$ cat src/rtl/memory_arbiter_pkg.sv
// Shared types and helpers for the two-port memory arbiter: FSM states,
// access-size codes and the alignment rule applied at grant time.
package memory_arbiter_pkg;

  typedef enum logic [1:0] {
    ST_IDLE   = 2'd0,
    ST_ACCESS = 2'd1,
    ST_DONE   = 2'd2
  } state_t;

  localparam logic [1:0] OPT_BYTE = 2'b00;
  localparam logic [1:0] OPT_HALF = 2'b01;
  localparam logic [1:0] OPT_WORD = 2'b10;

  // Codes 10 and 11 are both word accesses, so anything not byte/half is a word.
  function automatic logic is_misaligned(input logic [1:0] opt, input logic [1:0] addr_lo);
    case (opt)
      OPT_BYTE: is_misaligned = 1'b0;
      OPT_HALF: is_misaligned = addr_lo[0];
      default:  is_misaligned = (addr_lo != 2'b00);
    endcase
  endfunction

endpackage

$ cat src/rtl/memory_arbiter_rr_pick2.sv
// Combinational two-requester winner select; prio only matters on a tie and
// only when round-robin mode is enabled.
module memory_arbiter_rr_pick2 #(
  parameter logic ROUND_ROBIN = 1'b1
) (
  input  logic i_req0,
  input  logic i_req1,
  input  logic i_prio,
  output logic o_valid,
  output logic o_winner
);

  // Tie-break on prio or fixed port 0; otherwise the single requester wins.
  always_comb begin
    o_valid = i_req0 | i_req1;
    if (i_req0 && i_req1) begin
      o_winner = ROUND_ROBIN ? i_prio : 1'b0;
    end else begin
      o_winner = i_req1;
    end
  end

endmodule

$ cat src/rtl/memory_arbiter.sv
// Shares one combinational-read memory between fetch (port 0) and load/store
// (port 1), one access at a time through IDLE -> ACCESS -> DONE.
module memory_arbiter
  import memory_arbiter_pkg::*;
#(
  parameter logic ROUND_ROBIN = 1'b1
) (
  input  logic        i_clk,
  input  logic        i_reset,
  input  logic        i_p0_req,
  input  logic        i_p1_req,
  input  logic        i_p0_write,
  input  logic        i_p1_write,
  input  logic [1:0]  i_p0_option,
  input  logic [1:0]  i_p1_option,
  input  logic [31:0] i_p0_address,
  input  logic [31:0] i_p1_address,
  input  logic [31:0] i_p0_write_data,
  input  logic [31:0] i_p1_write_data,
  output logic        o_p0_ack,
  output logic        o_p1_ack,
  output logic        o_p0_err,
  output logic        o_p1_err,
  output logic [31:0] o_p0_read_data,
  output logic [31:0] o_p1_read_data,
  output logic        o_mem_read,
  output logic        o_mem_write,
  output logic [1:0]  o_mem_option,
  output logic [31:0] o_mem_address,
  output logic [31:0] o_mem_write_data,
  input  logic [31:0] i_mem_read_data
);

  state_t      r_state;
  logic        r_prio;
  logic        r_win;
  logic        r_misal;
  logic        r_p0_ack, r_p1_ack, r_p0_err, r_p1_err;
  logic [31:0] r_p0_rdata, r_p1_rdata;
  logic        r_mem_read, r_mem_write;
  logic [1:0]  r_mem_option;
  logic [31:0] r_mem_address, r_mem_wdata;

  logic        w_grant_valid;
  logic        w_winner;
  logic        w_sel_write;
  logic [1:0]  w_sel_option;
  logic [31:0] w_sel_address;
  logic [31:0] w_sel_wdata;
  logic        w_sel_misal;

  memory_arbiter_rr_pick2 #(.ROUND_ROBIN(ROUND_ROBIN)) u_pick (
    .i_req0   (i_p0_req),
    .i_req1   (i_p1_req),
    .i_prio   (r_prio),
    .o_valid  (w_grant_valid),
    .o_winner (w_winner)
  );

  assign w_sel_write   = w_winner ? i_p1_write      : i_p0_write;
  assign w_sel_option  = w_winner ? i_p1_option     : i_p0_option;
  assign w_sel_address = w_winner ? i_p1_address    : i_p0_address;
  assign w_sel_wdata   = w_winner ? i_p1_write_data : i_p0_write_data;
  assign w_sel_misal   = is_misaligned(w_sel_option, w_sel_address[1:0]);

  // Arbiter FSM; the mem_* bus is loaded at grant so it is valid for exactly the ACCESS cycle.
  always_ff @(posedge i_clk) begin
    if (i_reset) begin
      r_state       <= ST_IDLE;
      r_prio        <= 1'b0;
      r_win         <= 1'b0;
      r_misal       <= 1'b0;
      r_p0_ack      <= 1'b0;
      r_p1_ack      <= 1'b0;
      r_p0_err      <= 1'b0;
      r_p1_err      <= 1'b0;
      r_p0_rdata    <= 32'd0;
      r_p1_rdata    <= 32'd0;
      r_mem_read    <= 1'b0;
      r_mem_write   <= 1'b0;
      r_mem_option  <= 2'b00;
      r_mem_address <= 32'd0;
      r_mem_wdata   <= 32'd0;
    end else begin
      r_p0_ack <= 1'b0;
      r_p1_ack <= 1'b0;
      r_p0_err <= 1'b0;
      r_p1_err <= 1'b0;
      case (r_state)
        ST_IDLE: begin
          if (w_grant_valid) begin
            r_win         <= w_winner;
            r_misal       <= w_sel_misal;
            r_mem_read    <= ~w_sel_write & ~w_sel_misal;
            r_mem_write   <= w_sel_write & ~w_sel_misal;
            r_mem_option  <= w_sel_misal ? 2'b00 : w_sel_option;
            r_mem_address <= w_sel_misal ? 32'd0 : w_sel_address;
            r_mem_wdata   <= w_sel_misal ? 32'd0 : w_sel_wdata;
            r_state       <= ST_ACCESS;
          end else begin
            r_state <= ST_IDLE;
          end
        end
        ST_ACCESS: begin
          r_mem_read    <= 1'b0;
          r_mem_write   <= 1'b0;
          r_mem_option  <= 2'b00;
          r_mem_address <= 32'd0;
          r_mem_wdata   <= 32'd0;
          // Stores and rejected accesses return zero so stale load data never lingers.
          if (r_win) begin
            r_p1_ack   <= 1'b1;
            r_p1_err   <= r_misal;
            r_p1_rdata <= r_mem_read ? i_mem_read_data : 32'd0;
          end else begin
            r_p0_ack   <= 1'b1;
            r_p0_err   <= r_misal;
            r_p0_rdata <= r_mem_read ? i_mem_read_data : 32'd0;
          end
          r_state <= ST_DONE;
        end
        ST_DONE: begin
          r_prio  <= ~r_win;
          r_state <= ST_IDLE;
        end
        default: begin
          r_state <= ST_IDLE;
        end
      endcase
    end
  end

  assign o_p0_ack         = r_p0_ack;
  assign o_p1_ack         = r_p1_ack;
  assign o_p0_err         = r_p0_err;
  assign o_p1_err         = r_p1_err;
  assign o_p0_read_data   = r_p0_rdata;
  assign o_p1_read_data   = r_p1_rdata;
  assign o_mem_read       = r_mem_read;
  assign o_mem_write      = r_mem_write;
  assign o_mem_option     = r_mem_option;
  assign o_mem_address    = r_mem_address;
  assign o_mem_write_data = r_mem_wdata;

endmodule

$ cat config.mk
export PLATFORM = sky130hd
export DESIGN_NAME = memory_arbiter
export DESIGN_NICKNAME = d
export VERILOG_FILES = /design/src/rtl/memory_arbiter_pkg.sv /design/src/rtl/memory_arbiter_rr_pick2.sv /design/src/rtl/memory_arbiter.sv
export SDC_FILE = /design/constraint.sdc
export NUM_CORES = 1
export LEC_CHECK = 0
export ABC_AREA = 1
export CORE_ASPECT_RATIO = 2
export CORE_MARGIN = 1.5
export CORE_UTILIZATION = 45
export DETAILED_ROUTE_END_ITERATION = 16
export GPL_TIMING_DRIVEN = 0
export PLACE_DENSITY = 0.87
export SLEW_MARGIN = 5
export SYNTH_ARGS = -nofsm -noshare
export SYNTH_HDL_FRONTEND = slang
export SYNTH_HIERARCHICAL = 1
export SYNTH_SLANG_ARGS = --single-unit
$ cat constraint.sdc
create_clock -name i_clk -period 2.9 [get_ports i_clk]
set_input_delay 0.29 -clock i_clk [delete_from_list [all_inputs] [get_ports i_clk]]
set_output_delay 0.29 -clock i_clk [all_outputs]
set_load 0.01 [all_outputs]
==> out/qor.csv, run 1 <==
metric,value,unit
status,completed,
drive_above_1_share,8.11,%
via_count,7317,
clk_latency,0.41,ns
maxSlewViolCount,0,
fmaxAchievable,520,MHz
finalNonFillerCells,1472,
p_per_area,544,nW/um^2
drt_wl_total,22300,um
die_w,87.8,um
p_leak,4.36,nW
startpoint,i_p1_req,
numCtsBuffers,17,
dp_hpwl,17600,um
clock-sinks,141,
first_iter_violations,270,
gr-usage-all-layers,29.8,%
r2r-end,o_mem_address[24],
r2r-start,r_prio,
cp.arrival,2.20,ns
final-seq-area,2820,um^2
multi_input_area,2890,um^2
crit_path_max_fanout,10,
hold_violations,0,
cts_tree,built,
fp.dieH,173,um
cts_buffer_depth,2,
fillers,1133,
ios,306,
post_cts_resized,0,
rows,61,
crit_required,3.18,ns
fin_crit,1.92,ns
overflow,0,
hold_class,flip-flop to flip-flop,
antenna_found_initial,1,
cp-end-kind,flip-flop,
rrSetupSlack,1.02,ns
synth_warnings,6,
setup_violations,0,
placed_cell_area,9760,um^2
initial_core_util,46.4,%
tns,0,ns
ir_drop,413,uV
min_from,o_mem_address[29],
wl_per_cell,15.2,um
htreeDepth,4,
clkSlewWorstSetupHoldPaths,0.06,ns
core,14000,um^2
dieArea,15200,um^2
final_antenna_net_count,0,
grt_first_pass_wirelength,35300,um
critical_path_class,input port to flip-flop,
grt_max_degree,17,
synthCells,946,
postSynthAreaPerCell,6.85,um^2
synth.net_count,1116,
rr_worst_depth,10,
hold_path_end,o_mem_address[29],
worst_pin_slew,0.559,ns
ys_seq_elements,141,
startpoint_type,input port,
ys_seq_area_share,43.6,%
via_per_inst,4.97,
clock_skew,0.0117,ns
fin_nets,1439,
cts_setup_buffers,0,
yosysUniqueCellTypes,25,
rsz0062_at_grt,no,
gp_congestion,0.898,
final_area,10400,um^2
hold_depth,2,
drcViolationCount,0,
syn_area,6480,um^2
drt_first_pass_iters,6,
syn2layout_area_growth,60.0,%
holdBufCountCts,0,
maxCapViolCount,0,
grt_pass1_vias,7232,
finalCritPeriodShare,66.3,%
root_buffer,clkbuf_16,
dp_cells,1439,
max_slew_margin,62.7,%
io_buffer_count,304,
registers in the layout, indices dropped and copies added, names as in the netlist, 2 cells and up:
name,flops
o_mem_address,32
o_mem_write_data,32
o_p0_read_data,32
o_p1_read_data,32
o_mem_option,2
r_state,2
cells by family after synthesis:
logic type | Yosys count | synth area share (%)
AND/OR/NAND/NOR | 387 | 25.9
AO/OA/AOI/OAI | 240 | 18.6
buffers and inverters | 178 | 11.8
flip-flops | 141 | 43.6
cells in the mapped netlist, drive strengths merged:
library cell,count,area share (%)
o21a,1,0.12
nand4,1,0.097
a21oi,135,10
clkbuf,33,1.9
nand2,177,11
nand3,70,7.0
nor3,2,0.15
or2,1,0.097
dfxtp,141,44
a311oi,1,0.14
buf,40,3.8
nor2,136,8.0
inv,105,6.1
o21ai,103,8.0
critical path, cell delays in order:
cell	delay [ns]
clkdlybuf4s50_1	0.49
nand3_1	0.08
nand2_1	0.17
buf_4	0.21
buf_2	0.27
buf_2	0.29
nand2_1	0.07
o21ai_0	0.11
nor2_1	0.08
nand3_2	0.07
a21oi_1	0.05
how the worst max path moves through the flow:
| stage | to | slack, ns | cells after the start |
|---|---|---|---|
| final | o_mem_address[24] | 0.98 | 11 |
| after global routing | o_mem_address[3] | 0.83 | 11 |
| after CTS | o_mem_address[26] | 0.93 | 11 |
| after detailed placement | o_mem_address[26] | 0.50 | 11 |
| after global placement | o_mem_address[26] | 0.50 | 11 |
| after floorplan | r_misal | 1.44 | 12 |
final cells by class:
cell class | instances | share of cell area (%)
sequential | 141 | 27.2
multi-input combinational | 627 | 27.9
clock inverter | 15 | 1.73
inverter | 105 | 3.80
clock buffer | 17 | 4.11
timing repair buffer | 304 | 29.4
tap | 189 | 2.28
buffer | 73 | 3.59
antenna | 1 | 0.0241
per-stage QoR:
stage | power [W] | worst slack, ns | utilization [%] | hold slack, ns
floorplan | 0.00278 | 1.44 | - | 0.435
global route | 0.00587 | 0.831 | 74.2 | 0.462
CTS | 0.00567 | 0.932 | 74.2 | 0.443
detailed placement | 0.00345 | 0.498 | 69.8 | 0.453
global placement | 0.00343 | 0.503 | 69.8 | 0.448
finish | 0.00564 | 0.977 | 74.2 | 0.461
cells in the final DEF, fill, tap and decap left out, types with 30 or more instances in the layout:
| master | netlist | final |
|---|---|---|
| o21ai_0 | 102 | 102 |
| nand3_1 | 50 | 50 |
| dfxtp_1 | 141 | 141 |
| a21oi_1 | 135 | 135 |
| clkdlybuf4s50_1 | 0 | 304 |
| nand2_1 | 172 | 172 |
| buf_2 | 30 | 30 |
| clkbuf_1 | 33 | 33 |
| inv_1 | 99 | 99 |
| nor2_1 | 134 | 134 |
routing by layer:
metal	share of wire (%)	GRT usage (%)
met2	56	56.7
met3	5.8	6.59
met4	5.2	15.9
met5	0	0
met1	33	27.7
report_power, final:
part	total [W]	internal, W	switching, W
Clock	0.00223	0.00130	0.000925
Sequential	0.00214	0.00207	0.0000687
Combinational	0.00127	0.000631	0.000643
Total	0.00564	0.00400	0.00164
No activity file was read; power rests on OpenSTA's default activity.
==> inputs of run 2 (changes only) <==
CORE_UTILIZATION = 41   (was 45)
PLACE_DENSITY = 0.8   (was 0.87)
clock period = 1.8 ns   (was 2.9 ns; I/O delays follow)
==> run 2 against run 1 <==
Net effect:
- total power increased by 61%
- critical path depth did not move
- critical endpoint is now o_mem_address[31]
- wire length is 1.5% higher
- hold slack got worse by 0.12 ns
- first-iteration DRC count decreased by 29%
- largest power group unchanged
==> out/qor.csv, run 2 (same netlist as run 1, synthesis figures left out) <==
metric,value,unit,change
final_area,10500,um^2,+1.2%
final_antenna_net_count,0,,unchanged
ios,306,,unchanged
clock_skew,0.0113,ns,-0.000427 ns
gr-usage-all-layers,27.0,%,-2.8 points
setup_violations,0,,unchanged
startpoint,r_prio,,
final_common_cell,clkdlybuf4s50_1,,
setup.worst_path.end,o_mem_address[31],,
antenna_found_initial,0,,-1
cp-end-kind,flip-flop,,
multi_input_area,2900,um^2,+0.26%
finalCritPeriodShare,94.7,%,
max_slew_margin,59.4,%,-3.4 points
fin_nets,1444,,+0.35%
tns,0,ns,unchanged
rr_worst_depth,11,,+1
worst_pin_slew,0.610,ns,+0.0504 ns
overflow,0,,unchanged
fmaxAchievable,587,MHz,
via_count,7259,,-0.79%
clock-sinks,141,,unchanged
rsz0062_at_grt,yes,,
drive_above_1_share,9.25,%,+1.1 points
final-seq-area,2820,um^2,unchanged
r2r-end,o_mem_address[31],,
wl_per_cell,15.3,um,+0.63%
r2r-start,r_prio,,
rrSetupSlack,0.1,ns,-0.92 ns
crit_required,2.08,ns,-1.10 ns
drcViolationCount,0,,unchanged
fin_crit,1.70,ns,
cp.arrival,1.98,ns,-0.22 ns
grt_max_degree,17,,unchanged
die_w,91.9,um,+4.6%
cts_buffer_depth,2,,unchanged
core,15400,um^2,+10%
hold_class,input port to flip-flop,,
hold_violations,0,,unchanged
fp.dieH,181,um,+4.7%
holdBufCountCts,0,,unchanged
crit_path_max_fanout,7,,-3
critical_path_class,flip-flop to flip-flop,,
fillers,1352,,+19%
p_leak,4.42,nW,+1.5%
numCtsBuffers,17,,unchanged
syn2layout_area_growth,62.0,%,
final_cell_mix,"clkdlybuf4s50_1 (304), nand2_1 (171), dfxtp_1 (141)",,
p_per_area,868,nW/um^2,+59%
status,completed,,
htreeDepth,4,,unchanged
diodes,0,,-1
maxSlewViolCount,0,,unchanged
startpoint_type,flip-flop,,
maxCapViolCount,0,,unchanged
io_buffer_count,304,,unchanged
first_iter_violations,191,,-29%
total_power,0.00910,W,+61%
hold_depth,3,,+1
ir_drop,657,uV,+59%
placed_cell_area,9770,um^2,+0.12%
dieArea,16600,um^2,+9.5%
cts_tree,built,,
drt_first_pass_iters,6,,unchanged
via_per_inst,4.89,,-1.7%
clk_latency,0.42,ns,about the same
drt_wl_total,22600,um,+1.5%
clkSlewWorstSetupHoldPaths,0.07,ns,about the same
grt_pass1_vias,6992,,-3.3%
final_util,68.2,%,-6.0 points
dp_hpwl,17500,um,-0.40%
initial_core_util,42.1,%,-4.2 points
rows,64,,+4.9%
grt_first_pass_wirelength,35300,um,unchanged
root_buffer,clkbuf_16,,
gp_congestion,0.881,,-1.8%
## run 2: changes by cell type in the layout (fill, tap and decap cells not counted), sizes merged
cell | before | now
bufinv | 2 | 1
clkbuf | 50 | 55
clkinv | 2 | 4
clkinvlp | 3 | 4
diode | 1 | 0
inv | 113 | 111
## run 2: worst min-delay path by stage
stage	from	to	slack, ns
3_3_place_gp	o_p0_read_data[26]	o_p0_read_data[26]	0.45
2_1_floorplan	i_mem_read_data[1]	o_p0_read_data[1]	0.32
3_5_place_dp	o_mem_write_data[18]	o_mem_write_data[18]	0.45
6_report	i_mem_read_data[18]	o_p0_read_data[18]	0.34
4_1_cts	i_mem_read_data[21]	o_p0_read_data[21]	0.34
5_1_grt	i_mem_read_data[18]	o_p1_read_data[18]	0.35
## run 2: per-stage QoR
| step | setup slack [ns] | hold slack (ns) | instances |
|---|---|---|---|
| after global routing | -0.00492 | 0.355 | 1485 |
| final | 0.0954 | 0.344 | 1485 |
| after global placement | -0.561 | 0.445 | 1448 |
| after CTS | 0.00768 | 0.335 | 1480 |
| after floorplan | 0.339 | 0.325 | 946 |
| after detailed placement | -0.567 | 0.454 | 1448 |
## run 2: layout make-up
type,instances,area share [%]
clock inverters,15,1.68
repair buffers,309,29.5
clock buffers,17,4.05
inverters,105,3.79
flip-flops and latches,141,26.9
plain buffers,73,4.08
multi-input cells,627,27.6
well taps,198,2.36
## run 2: routing by layer
| metal | vias up | GRT usage (%) | wire length, um |
|---|---|---|---|
| met5 | - | 0 | 0 |
| li1 | 3669 | - | - |
| met3 | 64 | 6.40 | 1240 |
| met4 | 0 | 13.8 | 1180 |
| met1 | 3257 | 25.7 | 7770 |
| met2 | 269 | 51.9 | 12500 |
## run 2: worst max-delay path, stage by stage (launching register included)
cell and delay [ns]:
dfxtp_1 0.34, nand3_1 0.12, nand2_4 0.13, clkinvlp_4 0.16, nand2_1 0.10, nand2_1 0.11, nand2_2 0.11, nand2_4 0.09
buf_4 0.15, clkbuf_16 0.14, nand3_1 0.07, a21oi_1 0.06
## run 2: where the power goes
part | internal [W] | total (W) | switching [W]
clock network | 0.00198 | 0.00354 | 0.00157
logic | 0.00106 | 0.00211 | 0.00105
registers | 0.00334 | 0.00345 | 0.000108
total | 0.00637 | 0.00910 | 0.00273
## run 2: repair_timing
item | CTS | global route
setup buffers | 0 | 4
setup endpoints to repair | 42 | 70
pin swaps | 0 | 2
gates cloned | 0 | 1
resized for setup | 5 | 29
